### config.mk
export PLATFORM = sky130hd
export DESIGN_NAME = mannix_rd_arbiter_flat
export DESIGN_NICKNAME = d
export VERILOG_FILES = /design/src/rtl/mannix_rd_arb_pkg.sv /design/src/rtl/mannix_rd_arbiter_if.sv /design/src/rtl/mannix_tag_fifo.sv /design/src/rtl/mannix_rd_arbiter.sv /design/src/flat_wrapper.sv
export SDC_FILE = /design/constraint.sdc
export NUM_CORES = 1
export LEC_CHECK = 0
export CORE_AREA = 2 2 134 136
export CTS_CLUSTER_DIAMETER = 200
export CTS_CLUSTER_SIZE = 14
export DETAILED_ROUTE_END_ITERATION = 16
export DIE_AREA = 0 0 136 138
export GPL_TIMING_DRIVEN = 0
export PLACE_DENSITY = 0.67
export SETUP_SLACK_MARGIN = 0.1
export SYNTH_ARGS = -nofsm -noshare
export SYNTH_HDL_FRONTEND = slang
export SYNTH_SLANG_ARGS = --single-unit
### constraint.sdc
create_clock -name clk -period 11.06 [get_ports clk]
set_input_delay 1.106 -clock clk [delete_from_list [all_inputs] [get_ports clk]]
set_output_delay 1.106 -clock clk [all_outputs]
set_load 0.01 [all_outputs]
### src/rtl/mannix_rd_arb_pkg.sv
// Shared constants and types for the Mannix five-client SRAM read arbiter.
package mannix_rd_arb_pkg;

    localparam int NUM_CLIENTS  = 5;
    localparam int CLIENT_IDX_W = $clog2(NUM_CLIENTS);
    localparam int STARVE_LIMIT = 15;
    localparam int STARVE_W     = 4;

    typedef logic [CLIENT_IDX_W-1:0] client_idx_t;

    typedef enum logic [CLIENT_IDX_W-1:0] {
        CL_FCC     = 3'd0,
        CL_ACTIVE  = 3'd1,
        CL_CNN_PIC = 3'd2,
        CL_CNN_WGT = 3'd3,
        CL_POOL    = 3'd4
    } client_e;

endpackage

### src/rtl/mannix_rd_arbiter_if.sv
// Client-side and memory-side read handshake bundle for mannix_rd_arbiter.
interface mannix_rd_arbiter_if
    import mannix_rd_arb_pkg::*;
#(
    parameter int ADDR_W = 32,
    parameter int DATA_W = 64
);
    logic [NUM_CLIENTS-1:0]        client_req;
    logic [NUM_CLIENTS*ADDR_W-1:0] client_addr;
    logic [NUM_CLIENTS-1:0]        client_priority;
    logic [NUM_CLIENTS-1:0]        client_gnt;
    logic [NUM_CLIENTS-1:0]        client_rvalid;
    logic [DATA_W-1:0]             client_rdata;
    logic                          mem_req;
    logic [ADDR_W-1:0]             mem_addr;
    logic                          mem_ready;
    logic                          mem_rvalid;
    logic [DATA_W-1:0]             mem_rdata;

    // The arbiter side.
    modport slave (
        input  client_req, client_addr, client_priority, mem_ready, mem_rvalid, mem_rdata,
        output client_gnt, client_rvalid, client_rdata, mem_req, mem_addr
    );

    // The clients and the memory farm, as seen from outside the arbiter.
    modport master (
        output client_req, client_addr, client_priority, mem_ready, mem_rvalid, mem_rdata,
        input  client_gnt, client_rvalid, client_rdata, mem_req, mem_addr
    );
endinterface

### src/rtl/mannix_tag_fifo.sv
// Synchronous FIFO of client indices remembering who owns each outstanding read.
module mannix_tag_fifo #(
    parameter int DEPTH = 4,
    parameter int WIDTH = 3
) (
    input  logic             clk,
    input  logic             rst_n,
    input  logic             push,
    input  logic [WIDTH-1:0] push_data,
    input  logic             pop,
    output logic             full,
    output logic             empty,
    output logic [WIDTH-1:0] head
);
    localparam int PTR_W = $clog2(DEPTH);
    localparam int CNT_W = PTR_W + 1;

    logic [PTR_W-1:0] wr_ptr_q, wr_ptr_d, rd_ptr_q, rd_ptr_d;
    logic [CNT_W-1:0] count_q, count_d;
    logic [WIDTH-1:0] mem_q [DEPTH];
    logic [WIDTH-1:0] mem_d [DEPTH];
    logic             do_push, do_pop;

    assign full    = (count_q == CNT_W'(DEPTH));
    assign empty   = (count_q == '0);
    assign head    = mem_q[rd_ptr_q];
    assign do_push = push & ~full;
    assign do_pop  = pop & ~empty;

    always_comb begin
        // NOTE: every variable gets a default first so no path leaves it unassigned (no latch).
        wr_ptr_d = wr_ptr_q;
        rd_ptr_d = rd_ptr_q;
        count_d  = count_q;
        mem_d    = mem_q;
        if (do_push) begin
            mem_d[wr_ptr_q] = push_data;
            wr_ptr_d        = wr_ptr_q + PTR_W'(1);
        end
        if (do_pop) begin
            rd_ptr_d = rd_ptr_q + PTR_W'(1);
        end
        case ({do_push, do_pop})
            2'b10:   count_d = count_q + CNT_W'(1);
            2'b01:   count_d = count_q - CNT_W'(1);
            default: count_d = count_q;
        endcase
    end

    always_ff @(posedge clk) begin
        // NOTE: state registers use non-blocking assignments so all flops see pre-edge values.
        if (!rst_n) begin
            wr_ptr_q <= '0;
            rd_ptr_q <= '0;
            count_q  <= '0;
        end else begin
            wr_ptr_q <= wr_ptr_d;
            rd_ptr_q <= rd_ptr_d;
            count_q  <= count_d;
        end
    end

    // NOTE: storage is not reset; an entry is only read after it has been written.
    always_ff @(posedge clk) begin
        mem_q <= mem_d;
    end
endmodule

### src/rtl/mannix_rd_arbiter.sv
// Five-client round-robin read arbiter with priority mask and in-order response tagging.
// Optional starvation guard enabled by defining MANNIX_RD_ARB_STARVE_GUARD_EN.
module mannix_rd_arbiter
    import mannix_rd_arb_pkg::*;
#(
    parameter int ADDR_W    = 32,
    parameter int DATA_W    = 64,
    parameter int TAG_DEPTH = 4
) (
    input  logic                clk,
    input  logic                rst_n,
    mannix_rd_arbiter_if.slave  bus,
    output logic                err_orphan
);
    logic [NUM_CLIENTS-1:0] hi_req, eligible, gnt;
    logic [NUM_CLIENTS-1:0] starved;
    client_idx_t            rr_ptr_q, rr_ptr_d, winner, head;
    logic                   found, mem_req, accept, pop;
    logic                   fifo_full, fifo_empty;
    logic                   err_orphan_q, err_orphan_d;

`ifdef MANNIX_RD_ARB_STARVE_GUARD_EN
    logic [STARVE_W-1:0] wait_q [NUM_CLIENTS];
    logic [STARVE_W-1:0] wait_d [NUM_CLIENTS];

    always_comb begin
        for (int i = 0; i < NUM_CLIENTS; i++) begin
            starved[i] = bus.client_req[i] && (wait_q[i] == STARVE_W'(STARVE_LIMIT));
        end
    end

    always_comb begin
        for (int i = 0; i < NUM_CLIENTS; i++) begin
            wait_d[i] = wait_q[i];
            if (gnt[i]) wait_d[i] = '0;
            else if (bus.client_req[i] && !starved[i]) wait_d[i] = wait_q[i] + STARVE_W'(1);
        end
    end

    always_ff @(posedge clk) begin
        for (int i = 0; i < NUM_CLIENTS; i++) begin
            wait_q[i] <= !rst_n ? '0 : wait_d[i];
        end
    end
`else
    assign starved = '0;
`endif

    always_comb begin
        hi_req   = bus.client_req & bus.client_priority;
        eligible = (hi_req != '0) ? hi_req : bus.client_req;
        winner   = '0;
        found    = 1'b0;
        for (int i = 0; i < NUM_CLIENTS; i++) begin
            if (!found && eligible[(int'(rr_ptr_q) + i) % NUM_CLIENTS]) begin
                winner = client_idx_t'((int'(rr_ptr_q) + i) % NUM_CLIENTS);
                found  = 1'b1;
            end
        end
        // A starved requester overrides the mask; scanning downward leaves the lowest index.
        for (int i = NUM_CLIENTS - 1; i >= 0; i--) begin
            if (starved[i]) winner = client_idx_t'(i);
        end
    end

    always_comb begin
        mem_req      = found & ~fifo_full;
        accept       = mem_req & bus.mem_ready;
        gnt          = NUM_CLIENTS'(accept) << winner;
        pop          = bus.mem_rvalid & ~fifo_empty;
        rr_ptr_d     = rr_ptr_q;
        if (accept) begin
            rr_ptr_d = (winner == client_idx_t'(CL_POOL)) ? '0 : winner + client_idx_t'(1);
        end
        err_orphan_d = err_orphan_q | (bus.mem_rvalid & fifo_empty);
    end

    always_ff @(posedge clk) begin
        if (!rst_n) begin
            rr_ptr_q     <= '0;
            err_orphan_q <= 1'b0;
        end else begin
            rr_ptr_q     <= rr_ptr_d;
            err_orphan_q <= err_orphan_d;
        end
    end

    mannix_tag_fifo #(
        .DEPTH (TAG_DEPTH),
        .WIDTH (CLIENT_IDX_W)
    ) u_tag_fifo (
        .clk       (clk),
        .rst_n     (rst_n),
        .push      (accept),
        .push_data (winner),
        .pop       (pop),
        .full      (fifo_full),
        .empty     (fifo_empty),
        .head      (head)
    );

    assign bus.mem_req       = mem_req;
    assign bus.mem_addr      = bus.client_addr[winner*ADDR_W +: ADDR_W];
    assign bus.client_gnt    = gnt;
    assign bus.client_rvalid = NUM_CLIENTS'(pop) << head;
    assign bus.client_rdata  = bus.mem_rdata;
    assign err_orphan        = err_orphan_q;
endmodule

### src/flat_wrapper.sv
// flat-port wrapper written by rule: the top's interface ports become plain ports
module mannix_rd_arbiter_flat import mannix_rd_arb_pkg::*;
#(
    parameter int ADDR_W    = 32,
    parameter int DATA_W    = 64,
    parameter int TAG_DEPTH = 4
)
  (clk, rst_n, err_orphan, bus_client_req, bus_client_addr, bus_client_priority, bus_mem_ready, bus_mem_rvalid, bus_mem_rdata, bus_client_gnt, bus_client_rvalid, bus_client_rdata, bus_mem_req, bus_mem_addr);
  mannix_rd_arbiter_if #(.ADDR_W(ADDR_W), .DATA_W(DATA_W)) bus_i ();
  input  logic clk;
  input  logic rst_n;
  output logic err_orphan;
  input wire logic [$bits(bus_i.client_req)-1:0] bus_client_req;
  input wire logic [$bits(bus_i.client_addr)-1:0] bus_client_addr;
  input wire logic [$bits(bus_i.client_priority)-1:0] bus_client_priority;
  input wire logic [$bits(bus_i.mem_ready)-1:0] bus_mem_ready;
  input wire logic [$bits(bus_i.mem_rvalid)-1:0] bus_mem_rvalid;
  input wire logic [$bits(bus_i.mem_rdata)-1:0] bus_mem_rdata;
  output wire logic [$bits(bus_i.client_gnt)-1:0] bus_client_gnt;
  output wire logic [$bits(bus_i.client_rvalid)-1:0] bus_client_rvalid;
  output wire logic [$bits(bus_i.client_rdata)-1:0] bus_client_rdata;
  output wire logic [$bits(bus_i.mem_req)-1:0] bus_mem_req;
  output wire logic [$bits(bus_i.mem_addr)-1:0] bus_mem_addr;
  assign bus_i.client_req = bus_client_req;
  assign bus_i.client_addr = bus_client_addr;
  assign bus_i.client_priority = bus_client_priority;
  assign bus_i.mem_ready = bus_mem_ready;
  assign bus_i.mem_rvalid = bus_mem_rvalid;
  assign bus_i.mem_rdata = bus_mem_rdata;
  assign bus_client_gnt = bus_i.client_gnt;
  assign bus_client_rvalid = bus_i.client_rvalid;
  assign bus_client_rdata = bus_i.client_rdata;
  assign bus_mem_req = bus_i.mem_req;
  assign bus_mem_addr = bus_i.mem_addr;
  mannix_rd_arbiter #(.ADDR_W(ADDR_W), .DATA_W(DATA_W), .TAG_DEPTH(TAG_DEPTH)) u_core (.clk(clk), .rst_n(rst_n), .bus(bus_i), .err_orphan(err_orphan));
endmodule
==> out/metrics.csv <==
metric,value,unit
synth_seq_cells,23,
layout_common_cells,"clkdlybuf4s50_1, inv_1, buf_4, mux2i_1, a31oi_1",
p_leak,3.45,nW
clkLatencyLatePin,250,ps
grt_pass1_wl,27000,um
synth.area.top_cells,"buf_4, mux2i_1, a221oi_2",
synthToLayoutAreaGrowth,65.7,%
yosys.area.top_type,buf_4,
synth_cells,604,
postCtsResizedCells,0,
ios,346,
mappedNetlistArea,0.00484,sq mm
end_kind,output port,
synth_top_cell_area_share,0.0993,
r2r-end,u_core.u_tag_fifo.count_q[2]$_SDFFE_PN0P_,
design_area,0.00802,sq mm
coreArea,0.0175,sq mm
synth_fp_nets,871,
finalPower,3.14,mW
yosysSeqAreaShare,0.120,
start_kind,flop,
route.detailed.drc,0,
period_share,0.777,
avgSynthCellArea,8.01,sq um
synth_edf_count,12,
fillers,1797,
drtAntennaViolNets,0,
crit_required,9950,ps
dr.pass1.iters,5,
portBuffers,281,
cp_max_fo,10,
fin_crit,8590,ps
rr_worst_depth,27,
pre_cts_ws,2800,ps
async_reset_ff_frac,0,
regToRegSetupSlack,3970,ps
r2r_start,u_core.rr_ptr_q[1]$_SDFFE_PN0N_,
worst_slew_pin_slew,621,ps
die-area,0.0188,sq mm
drv_slew,0,
power_density,392,mW/mm^2
arrival,7490,ps
grt_pass1_vias,5165,
start_util,0.276,
avgViaCountPerCell,4.84,
gr-total-overflow,0,
worstHoldPathType,reg2reg,
fin_util,0.457,
drtIter0Drc,235,
wl_per_cell,15.7,um
grt_max_degree,15,
clkSlewWorstSetupHoldPaths,60,ps
relSlewSlack,0.586,
synth-main-ff-cell,edfxtp_1,
max_freq,116,MHz
htree_levels,1,
std_cell_rows,49,
grt.total_usage,0.177,
path_class,reg2out,
grt_antenna_before_repair,0,
drive_above_1_share,0.155,
die_h,138,um
skew,2.82,ps
maxCapViolCount,0,
status,completed,
irDropWorstVdd,0.203,mV
clockBufferDepth,2,
cts_hold_buf,0,
post-cts-setup-buffers,0,
rsz0062_at_grt,no,
tns,0,ps
layout_commonest_cell,clkdlybuf4s50_1,
place_area,0.00794,sq mm
finalHoldViolCount,0,
cts_buffers,3,
chipWidth,136,um
worst_slack,2470,ps
crit_path_end,bus_mem_addr[24],
antenna_cells,0,
synth_cell_type_count,76,
setup_viol,0,
cts.sinks,23,
drt_wl_total,17500,um
hpwl,15000,um
cts_tree,done,
crit_start,u_core.rr_ptr_q[1]$_SDFFE_PN0N_,
cts_root_buffer,clkbuf_16,
synth-warning-count,0,
vias,5415,
gp_congestion,0.875,
nets,1157,
[synthesized netlist by cell type (12+ instances only)]
library cell / number
edfxtp_1: 12
a31oi_1: 40
mux2i_1: 43
a21oi_1: 13
buf_2: 17
a221oi_2: 26
a211oi_1: 35
nor2_1: 18
nand2_1: 22
clkbuf_1: 13
buf_4: 64
inv_1: 83
ha_1: 28
[cell families (layout without fill, tap and decap cells)]
kind of cell | after synthesis | count (layout) | synth area share
buf+inv | 187 | 472 | 0.210
fa+ha+maj | 29 | 29 | 0.0765
flops | 23 | 23 | 0.120
xor+xnor | 14 | 14 | 0.0253
simple gates | 121 | 121 | 0.144
mux | 48 | 48 | 0.108
compound gates | 182 | 182 | 0.317
[flip-flops by register name (all words and copies together) (netlist names)]
register	count
u_core.u_tag_fifo.mem_q	12
u_core.rr_ptr_q	3
u_core.u_tag_fifo.count_q	3
u_core.u_tag_fifo.rd_ptr_q	2
u_core.u_tag_fifo.wr_ptr_q	2
u_core.err_orphan	1
[worst min path at each step]
stage	depth (start not counted)	start	endpoint	slack, ps
5_1_grt	2	u_core.err_orphan$_SDFF_PN0_	u_core.err_orphan$_SDFF_PN0_	500
6_report	2	u_core.err_orphan$_SDFF_PN0_	u_core.err_orphan$_SDFF_PN0_	470
3_3_place_gp	2	u_core.err_orphan$_SDFF_PN0_	u_core.err_orphan$_SDFF_PN0_	450
3_5_place_dp	2	u_core.err_orphan$_SDFF_PN0_	u_core.err_orphan$_SDFF_PN0_	460
2_1_floorplan	2	u_core.u_tag_fifo.wr_ptr_q[1]$_SDFFE_PN0P_	u_core.u_tag_fifo.wr_ptr_q[1]$_SDFFE_PN0P_	470
4_1_cts	2	u_core.err_orphan$_SDFF_PN0_	u_core.err_orphan$_SDFF_PN0_	470
[final cells by class]
cell class / instances / area [sq um] / area share
Multi-Input combinational cell: 394 / 3240 / 0.404
Clock buffer: 4 / 78.8 / 0.00983
Timing Repair Buffer: 281 / 2810 / 0.351
Sequential cell: 23 / 581 / 0.0724
Tap cell: 229 / 287 / 0.0357
Inverter: 89 / 347 / 0.0432
Buffer: 98 / 671 / 0.0837
[worst max-delay path, cell delays in order (launching register included)]
cell and delay [ps]:
dfxtp_1 450, clkbuf_1 420, inv_1 250, ha_1 460
buf_2 270, inv_1 120, ha_1 220, or3_1 430
and2_1 210, xnor2_1 190, inv_1 100, ha_1 220
nor2b_1 170, o21ai_1 260, mux2_2 380, and4_1 190
o2111ai_1 420, o221ai_1 260, or3_1 420, o22ai_2 430
clkbuf_1 430, a211oi_1 120, a221oi_2 220, clkdlybuf4s50_1 590
[per-layer routing]
metal | share of wire | wire length (um) | global-route usage
met2 | 0.50 | 8780 | 0.315
met1 | 0.41 | 7190 | 0.218
met3 | 0.077 | 1360 | 0.0378
met5 | 0 | 0 | 0
met4 | 0.013 | 224 | 0.0318
[report_power, final]
part           leakage [nW]  switching, mW  internal, mW
Clock                0.0382         0.0270        0.0491
Sequential            0.203         0.0172         0.136
Combinational          3.21           1.56          1.35
Total                  3.45           1.61          1.53
[per-stage QoR]
| stage | std cells | hold slack [ps] |
|---|---|---|
| global placement | 1114 | 449 |
| finish | 1118 | 465 |
| global route | 1118 | 503 |
| floorplan | 604 | 469 |
| detailed placement | 1114 | 458 |
| CTS | 1118 | 473 |
No activity file was read; power rests on OpenSTA's default activity.
